===== config.mk =====
export PLATFORM = sky130hd
export DESIGN_NAME = jtframe_db15_joy
export DESIGN_NICKNAME = d
export VERILOG_FILES = /design/src/rtl/jtframe_db15_pkg.sv /design/src/rtl/jtframe_db15_tick.sv /design/src/rtl/jtframe_db15_joy.sv
export SDC_FILE = /design/constraint.sdc
export NUM_CORES = 1
export LEC_CHECK = 0
export ABC_AREA = 0
export BUFFER_PORTS_ARGS = -buffer_cell sky130_fd_sc_hd__buf_2
export CAP_MARGIN = 0
export CELL_PAD_IN_SITES_DETAIL_PLACEMENT = 1
export CELL_PAD_IN_SITES_GLOBAL_PLACEMENT = 2
export CORE_UTILIZATION = 36
export DETAILED_ROUTE_END_ITERATION = 8
export PLACE_DENSITY_LB_ADDON = 0.1
export RECOVER_POWER = 25
export SKIP_CTS_REPAIR_TIMING = 1
export SLEW_MARGIN = 0
export SYNTH_ARGS = -nofsm -noshare
export SYNTH_HDL_FRONTEND = slang
export SYNTH_SLANG_ARGS = --single-unit

===== constraint.sdc =====
create_clock -name clk -period 2.32 [get_ports clk]
set_input_delay 0 -clock clk [delete_from_list [all_inputs] [get_ports clk]]
set_output_delay 0 -clock clk [all_outputs]
set_load 0.02 [all_outputs]

===== src/rtl/jtframe_db15_pkg.sv =====
// Shared types and constants for the SNAC DB15 joystick reader.
package jtframe_db15_pkg;

  // Scan sequencer states; each state lasts one tick, except StDone (one clk)
  typedef enum logic [2:0] {
    StIdle,
    StLoad,
    StSlo,
    StShi,
    StDone
  } state_e;

  // Pin levels while the chain is not being scanned
  localparam logic JoyClkIdle  = 1'b1;
  localparam logic JoyLoadIdle = 1'b1;

endpackage


===== src/rtl/jtframe_db15_tick.sv =====
// Clock divider producing a one-clk tick every CLK_DIV cycles while enabled.
module jtframe_db15_tick #(
  parameter int unsigned CLK_DIV = 24
) (
  input  logic clk,
  input  logic rst_n,
  input  logic en,
  output logic tick
);

  localparam int unsigned CntW = $clog2(CLK_DIV);
  localparam logic [CntW-1:0] CntMax = CntW'(CLK_DIV - 1);

  logic [CntW-1:0] cnt_q, cnt_d;

  // Tick on the last count; counter parked at zero while disabled
  always_comb begin
    tick  = en && (cnt_q == CntMax);
    cnt_d = cnt_q;
    if (!en) begin
      cnt_d = '0;
    end else if (cnt_q == CntMax) begin
      cnt_d = '0;
    end else begin
      cnt_d = cnt_q + 1'b1;
    end
  end

  // Counter register
  always_ff @(posedge clk or negedge rst_n) begin
    if (!rst_n) begin
      cnt_q <= '0;
    end else begin
      cnt_q <= cnt_d;
    end
  end

endmodule


===== src/rtl/jtframe_db15_joy.sv =====
// Serial reader for the SNAC DB15 adaptor: drives the 74HC165 chain and
// publishes one complete, active-high frame of buttons per scan.
module jtframe_db15_joy
  import jtframe_db15_pkg::*;
#(
  parameter int unsigned CLK_DIV = 24,
  parameter int unsigned NBITS   = 24
) (
  input  logic               clk,
  input  logic               rst_n,
  input  logic               en,
  input  logic               mode_2p,
  input  logic               joy_data,
  output logic               joy_clk,
  output logic               joy_load,
  output logic [NBITS/2-1:0] joy1,
  output logic [NBITS/2-1:0] joy2,
  output logic               frame_done
);

  localparam int unsigned Half = NBITS / 2;
  localparam int unsigned KW   = $clog2(NBITS);
  localparam logic [KW-1:0] KMax = KW'(NBITS - 1);

  state_e          state_q, state_d;
  logic [KW-1:0]   k_q, k_d;
  logic [1:0]      sync_q;
  logic            data_sync;
  logic            tick;
  logic [NBITS-1:0] sr_q;
  logic [Half-1:0] p1_word, p2_word;
  logic            joy_clk_q, joy_load_q, frame_done_q;
  logic            joy_clk_d, joy_load_d, frame_done_d;
  logic [Half-1:0] joy1_q, joy2_q;

  jtframe_db15_tick #(
    .CLK_DIV (CLK_DIV)
  ) u_tick (
    .clk   (clk),
    .rst_n (rst_n),
    .en    (en),
    .tick  (tick)
  );

  // Two-flop synchroniser; idles high like an unpressed chain
  always_ff @(posedge clk or negedge rst_n) begin
    if (!rst_n) begin
      sync_q <= 2'b11;
    end else begin
      sync_q <= {sync_q[0], joy_data};
    end
  end

  assign data_sync = sync_q[1];

  // FSM state and bit index registers
  always_ff @(posedge clk or negedge rst_n) begin
    if (!rst_n) begin
      state_q <= StIdle;
      k_q     <= '0;
    end else begin
      state_q <= state_d;
      k_q     <= k_d;
    end
  end

  // Next-state logic; disabling forces an immediate return to idle
  always_comb begin
    state_d = state_q;
    k_d     = k_q;
    if (!en) begin
      state_d = StIdle;
      k_d     = '0;
    end else begin
      unique case (state_q)
        StIdle: if (tick) state_d = StLoad;
        StLoad: begin
          if (tick) begin
            state_d = StSlo;
            k_d     = '0;
          end
        end
        StSlo: if (tick) state_d = StShi;
        StShi: begin
          if (tick) begin
            if (k_q == KMax) begin
              state_d = StDone;
            end else begin
              k_d     = k_q + 1'b1;
              state_d = StSlo;
            end
          end
        end
        StDone:  state_d = StIdle;
        default: state_d = StIdle;
      endcase
    end
  end

  // Pin and strobe levels derived from the next state so the pins are registered
  always_comb begin
    joy_clk_d    = (state_d == StSlo)  ? 1'b0 : JoyClkIdle;
    joy_load_d   = (state_d == StLoad) ? 1'b0 : JoyLoadIdle;
    frame_done_d = en && (state_q == StDone);
  end

  // Shift register samples the chain at the end of each low half-period
  always_ff @(posedge clk or negedge rst_n) begin
    if (!rst_n) begin
      sr_q <= '0;
    end else if (!en) begin
      sr_q <= '0;
    end else if (state_q == StSlo && tick) begin
      sr_q <= {sr_q[NBITS-2:0], data_sync};
    end
  end

  // Invert and bit-reverse so the first bit received ends up in bit 0
  always_comb begin
    p1_word = '0;
    p2_word = '0;
    for (int i = 0; i < Half; i++) begin
      p1_word[i] = ~sr_q[NBITS-1-i];
      p2_word[i] = ~sr_q[Half-1-i];
    end
  end

  // Output registers; button words only change when a full frame completes
  always_ff @(posedge clk or negedge rst_n) begin
    if (!rst_n) begin
      joy_clk_q    <= JoyClkIdle;
      joy_load_q   <= JoyLoadIdle;
      frame_done_q <= 1'b0;
      joy1_q       <= '0;
      joy2_q       <= '0;
    end else begin
      joy_clk_q    <= joy_clk_d;
      joy_load_q   <= joy_load_d;
      frame_done_q <= frame_done_d;
      if (!en) begin
        joy1_q <= '0;
        joy2_q <= '0;
      end else if (state_q == StDone) begin
        joy1_q <= p1_word;
        joy2_q <= mode_2p ? p2_word : '0;
      end
    end
  end

  assign joy_clk    = joy_clk_q;
  assign joy_load   = joy_load_q;
  assign frame_done = frame_done_q;
  assign joy1       = joy1_q;
  assign joy2       = joy2_q;

endmodule


Word level (Yosys, flattened, before mapping)
Cells that the tools add are included.
{ "classes": {"add_sub_neg": 2, "n_reduce_logical": 5, "mux": 23, "bitwise_logic": 24, "n_eq_ne": 14} }
{ "op_table": {"columns": ["operator", "n"], "rows": [
  ["two-way mux 12 bit", 5],
  ["two-way mux 24 bit", 2],
  ["two-way mux 5 bit", 6],
  ["inverter 1 bit", 24],
  ["two-way mux 3 bit", 6],
  ["one-hot mux 3 bit (4 select lines)", 1],
  ["adder 5 x 1 -> 5 bit, second input constant", 2],
  ["== test 5 bit, second input constant", 2],
  ["one-hot mux 5 bit (2 select lines)", 1],
  ["== test 3 x 2 -> 1 bit, second input constant", 3],
  ["inequality test 3 bit, second input constant", 3],
  ["== test 3 x 1 -> 1 bit, second input constant", 2],
  ["inequality test 2 x 1 -> 1 bit, second input constant", 2],
  ["AND reduction 4 bit", 1],
  ["== test 3 bit, second input constant", 1],
  ["logical AND 1 bit", 3],
  ["logical NOT 3 bit", 1],
  ["inequality test 3 x 1 -> 1 bit, second input constant", 1],
  ["two-way mux 1 bit", 2]
]} }
{ "word_totals": {"input_bits": 5, "wordCells": 78, "output_inout_bits": 27, "register_bits": 66} }

Logic depth before layout (Yosys ltp)
{ "logic_depth": {"ltp_word": 7, "mapped_depth": 7, "mapped_depth_nobuf": 5} }

By module
A second synthesis with hierarchy kept.
{ "unflattened": {"hier_cells": 260, "area_unflattened_um2": 2747.6} }
{ "by_module_without_submodules": {"columns": ["module", "seq_area_each_um2", "area_each_um2", "cells_each", "instances"], "rows": [
  ["jtframe_db15_joy", 1531.5, 2523.7, 239, 1],
  ["jtframe_db15_tick", 125.1, 224.0, 21, 1]
]} }

Worst setup path after synthesis
No wires, ideal clock.
{ "synth_path": {"kind": "reg-to-reg", "startpoint": "reg k_q[0]", "endpoint": "reg k_q[0]", "t_required_ps": 2195, "path_stages_with_launch": 6, "t_arrival_ps": 1589, "path_slack_ps": 606, "path_buffers": 0, "period_less_slack_ps": 1714, "setup_ps": 125, "path_cell_list": "dfrtp_1 > ha_1 > and4b_4 > a2111oi_4 > nor2_1 > mux2_2"} }
{ "synth_between": {"elab_chain_cells": 5, "word_cells_on_any_way": 8, "cone_classes": "1 x add/sub; 2 x eq/ne; 4 x mux; 1 x reduce/logical"} }
{ "synth_lines": {"columns": ["element", "line", "rtl"], "rows": [
  ["start: declaration", "jtframe_db15_joy.sv:26", "logic [KW-1:0] k_q, k_d;"],
  ["start signal: assignment", "jtframe_db15_joy.sv:63", "k_q <= k_d;"],
  ["adder 5 x 1 -> 5 bit", "jtframe_db15_joy.sv:89", "k_d = k_q + 1'b1;"],
  ["two-way mux 5 bit", "jtframe_db15_joy.sv:86", "if (k_q == KMax) begin"],
  ["two-way mux 5 bit", "jtframe_db15_joy.sv:85", "if (tick) begin"],
  ["one-hot mux 5 bit (2 select lines)", "jtframe_db15_joy.sv:75", "unique case (state_q)"],
  ["two-way mux 5 bit", "jtframe_db15_joy.sv:71", "if (!en) begin"]
]} }
Parallel ways exist; a longest one is shown, timed or not. The select of a mux whose other input is x is not followed.
A chain may end at the register's enable or synchronous reset.

Final worst setup path
Same ends and word-level chain as after synthesis.

==> summary.md <==
| Metric | Value |
|---|---|
| Final period util | approximately four fifths |
| Inserted Diodes | 0 |
| DIE AREA | 0.00769 mm2 |
| Post-layout minimum cycle time | roughly 1.9 ns |
| Cell count along the critical path | 5 |
| Setup Skew | between 0.006 and 0.007 ns |
| Synth area leader | dfrtp_1 |
| Number of library cell types mapped by synthesis | 37 |
| Ports | 32 |
| Iter 0 DRT Violations | 93 |
| LEAKAGE | about 1.5 nW |
| Skew-Pair Late Insertion Delay | around 0.33 ns |
| CP startpoint | k_q[0] |
| Power density cells | 664 mW/mm2 |
| Unrepaired setup endpoints after global routing | false |
| Syn_nets | 265 |
| Worst vdd ir | between 0.0003 and 0.0004 V |
| Syn Inst Count | ~260 |
| Clock Root Buffer | clkbuf_8 |
| Worst path bufs/invs | 0 |
| CTS tree | yes |
| Most frequent cell after synthesis | nand2_1 |
| Crit path capture | k_q[0] |
| CTS buffer count | 9 |
| Final hold vios | 0 |
| Arrival time worst endpoint | 2.09 ns |
| Critical path's top delay family | compound AO/OA/AOI/OAI gates |
| Synthesized area per cell | 10.3 um2 |
| Non-Filler Instances | between 300 and 400 |
| Max Root-Sink Buffers | 2 |
| Global-route wire length before repair | 9.51 mm |
| Synth Register Bits | 66 |
| Final setup fails | 0 |
| Slew Limit Fails | 67 |
| Port bufs | 31 |
| Sink Count | 66 |
| Tot GR Track Use | roughly 16% |
| Failing checks | max-capacitance violations, max-slew violations |
| Layout cells sized above 1 | between 20% and 30% |
| # H-tree levels | 3 |
| CP Max Fanout | 5 |
| Worst r2r src | k_q[0] |
| Slowest cell delay on critical path | 0.46 ns |
| Type of origin of the critical path | flip-flop |
| Placed insts | 377 |
| Post-Syn Area | 0.00265 mm2 |
| Synth top area share | 58.7% |
| Final setup TNS | 0 ns |
| Rows | 30 |
| Post-layout nets | about 300 |
| Chip Height | roughly 88 um |
| Area Overhead vs Synth | 17.4% |
| EDFF count, synth | 0 |
| Reg2Reg Depth | 5 |
| Slew margin rel. | -7.71% |
| ANT nets after route | 0 |
| Clk slew on worst S/H paths | approximately 0.07 ns |
| Via count of the first global-routing pass | 1972 |
| Initial antenna violation count | 0 |
| DRC viols | 0 |
| RR Endpoint | k_q[0] |
| Largest net degree at the start of global routing | 67 |
| CORE AREA | 0.00694 mm2 |
| Tightest Pin Transition | around 1.6 ns |
| Setup crit end kind | flip-flop |
| Initial Utilization | 38.1% |
| DP Wirelength | roughly 3.5 mm |
| Fill count | 818 |
| DR vias | about 1900 |
| Setup CP Type | reg -> reg |
| Vias/cell | approximately 4.8 |
| First-pass DRT Iterations | 4 |
| FFs w/ async S/R, synth | between 90% and 100% |
| Synth Flop Type | dfrtp_1 |
| Total grt overflow | 0 |
| Hold crit path type | in -> reg |
| Chip Width | just under 90 um |
| CP cell instances | ha_1 > and4b_4 > a2111oi_4 > nor2_1 > mux2_2 |
| CP required | ~2.5 ns |
| Synth warn | 0 |
| Commonest cells in the netlist | 82 x nand2_1, 62 x dfrtp_1, 46 x o21ai_0, 7 x clkbuf_1 |
| GPL Wtd Cong | approximately 0.77 |
| Sequential area share after synthesis | a little over three fifths |
| Synth area leaders | dfrtp_1 59%, nand2_1 12%, o21ai_0 8.7% |
| Routed wire per std cell | between 10 and 15 um |
| Outcome | finished with violations |
| Max-cap violation count | 1 |
| Slowest-stage cell, CP | a2111oi_4 |
| Reg2reg setup slack | between 0.4 and 0.5 ns |
| Detailed Route WL | roughly 5.4 mm |
| Max frequency | approximately 530 MHz |
## per-stage QoR
step	utilization, %	worst slack [ns]	area [um2]	total power [mW]	hold slack [ns]
floorplan	-	0.606	2650	1.21	-0.296
global placement	42.2	0.480	2930	1.25	0.0498
detailed placement	42.2	0.463	2930	1.25	0.0542
CTS	44.6	0.437	3100	2.10	-0.312
global route	44.7	0.274	3100	2.16	0.166
finish	44.7	0.450	3100	2.06	0.130
## where the power goes
group	switching, mW	total (mW)	internal [mW]
logic	0.0475	0.0611	0.0136
clock network	0.427	0.838	0.411
registers	0.00488	1.16	1.16
total	0.479	2.06	1.58
## flip-flops by register name, summed over array words and instances, names as in the netlist
| name | flops |
|---|---|
| k_q | 5 |
| joy2 | 12 |
| u_tick.cnt_q | 5 |
| joy_load | 1 |
| joy_clk | 1 |
| sync_q | 2 |
| joy1 | 12 |
| state_q | 3 |
| sr_q | 24 |
| frame_done | 1 |
## cells in the final DEF (no fill, tap or decap), types with 2 or more instances in the layout
master / n
a21oi_1: 3
a32o_1: 2
and3_1: 2
and4b_1: 2
buf_2: 31
buf_4: 3
clkbuf_8: 10
clkinv_2: 3
clkinvlp_4: 2
dfrtp_1: 62
dfstp_2: 4
dlygate4sd3_1: 2
ha_1: 2
inv_1: 3
nand2_1: 82
nand2b_1: 5
nand3_1: 2
nor2_1: 5
nor3_1: 2
o21ai_0: 46
o21ai_1: 4
## layer usage
layer  up-vias  routed length, um  GRT usage, %
li1        935                  -             -
met1       932               2570          20.8
met2        30               2550          26.0
met3         6                201          4.24
met4         0                 87          7.15
met5         -                  0             0
## worst min path at each step
stage / start / end / slack, ns / cells past startpoint
after floorplan: rst_n / frame_done / -0.30 / 0
after global placement: rst_n / joy1[4] / 0.05 / 2
after detailed placement: rst_n / joy1[4] / 0.05 / 2
after CTS: rst_n / joy1[4] / -0.31 / 2
after global routing: en / sr_q[6] / 0.17 / 3
final: en / sr_q[6] / 0.13 / 3
## worst register-to-register path: cells and delay by family, from the launching register on
kind | cells | cell delay, ns
compound gates | 1 | 0.47
mux | 1 | 0.28
fa+ha+maj | 1 | 0.24
simple gates | 2 | 0.37
flops | 1 | 0.40
## area by class of cell
| type | instances | area [um2] | share of cell area [%] |
|---|---|---|---|
| multi-input combinational | 175 | 918 | 29.6 |
| tap | 96 | 120 | 3.87 |
| timing repair buffer | 38 | 223 | 7.17 |
| clock buffer | 11 | 141 | 4.55 |
| clock inverter | 5 | 30.0 | 0.967 |
| sequential | 66 | 1660 | 53.4 |
| inverter | 4 | 15.0 | 0.484 |
## kinds of logic after synthesis
family | Yosys count | synth area share (%)
mux | 1 | 0.426
fa+ha+maj | 2 | 0.946
xor+xnor | 2 | 0.662
buf+inv | 17 | 2.89
compound gates | 61 | 13.3
simple gates | 109 | 19.1
flops | 66 | 62.6
No activity file was read; power rests on OpenSTA's default activity.
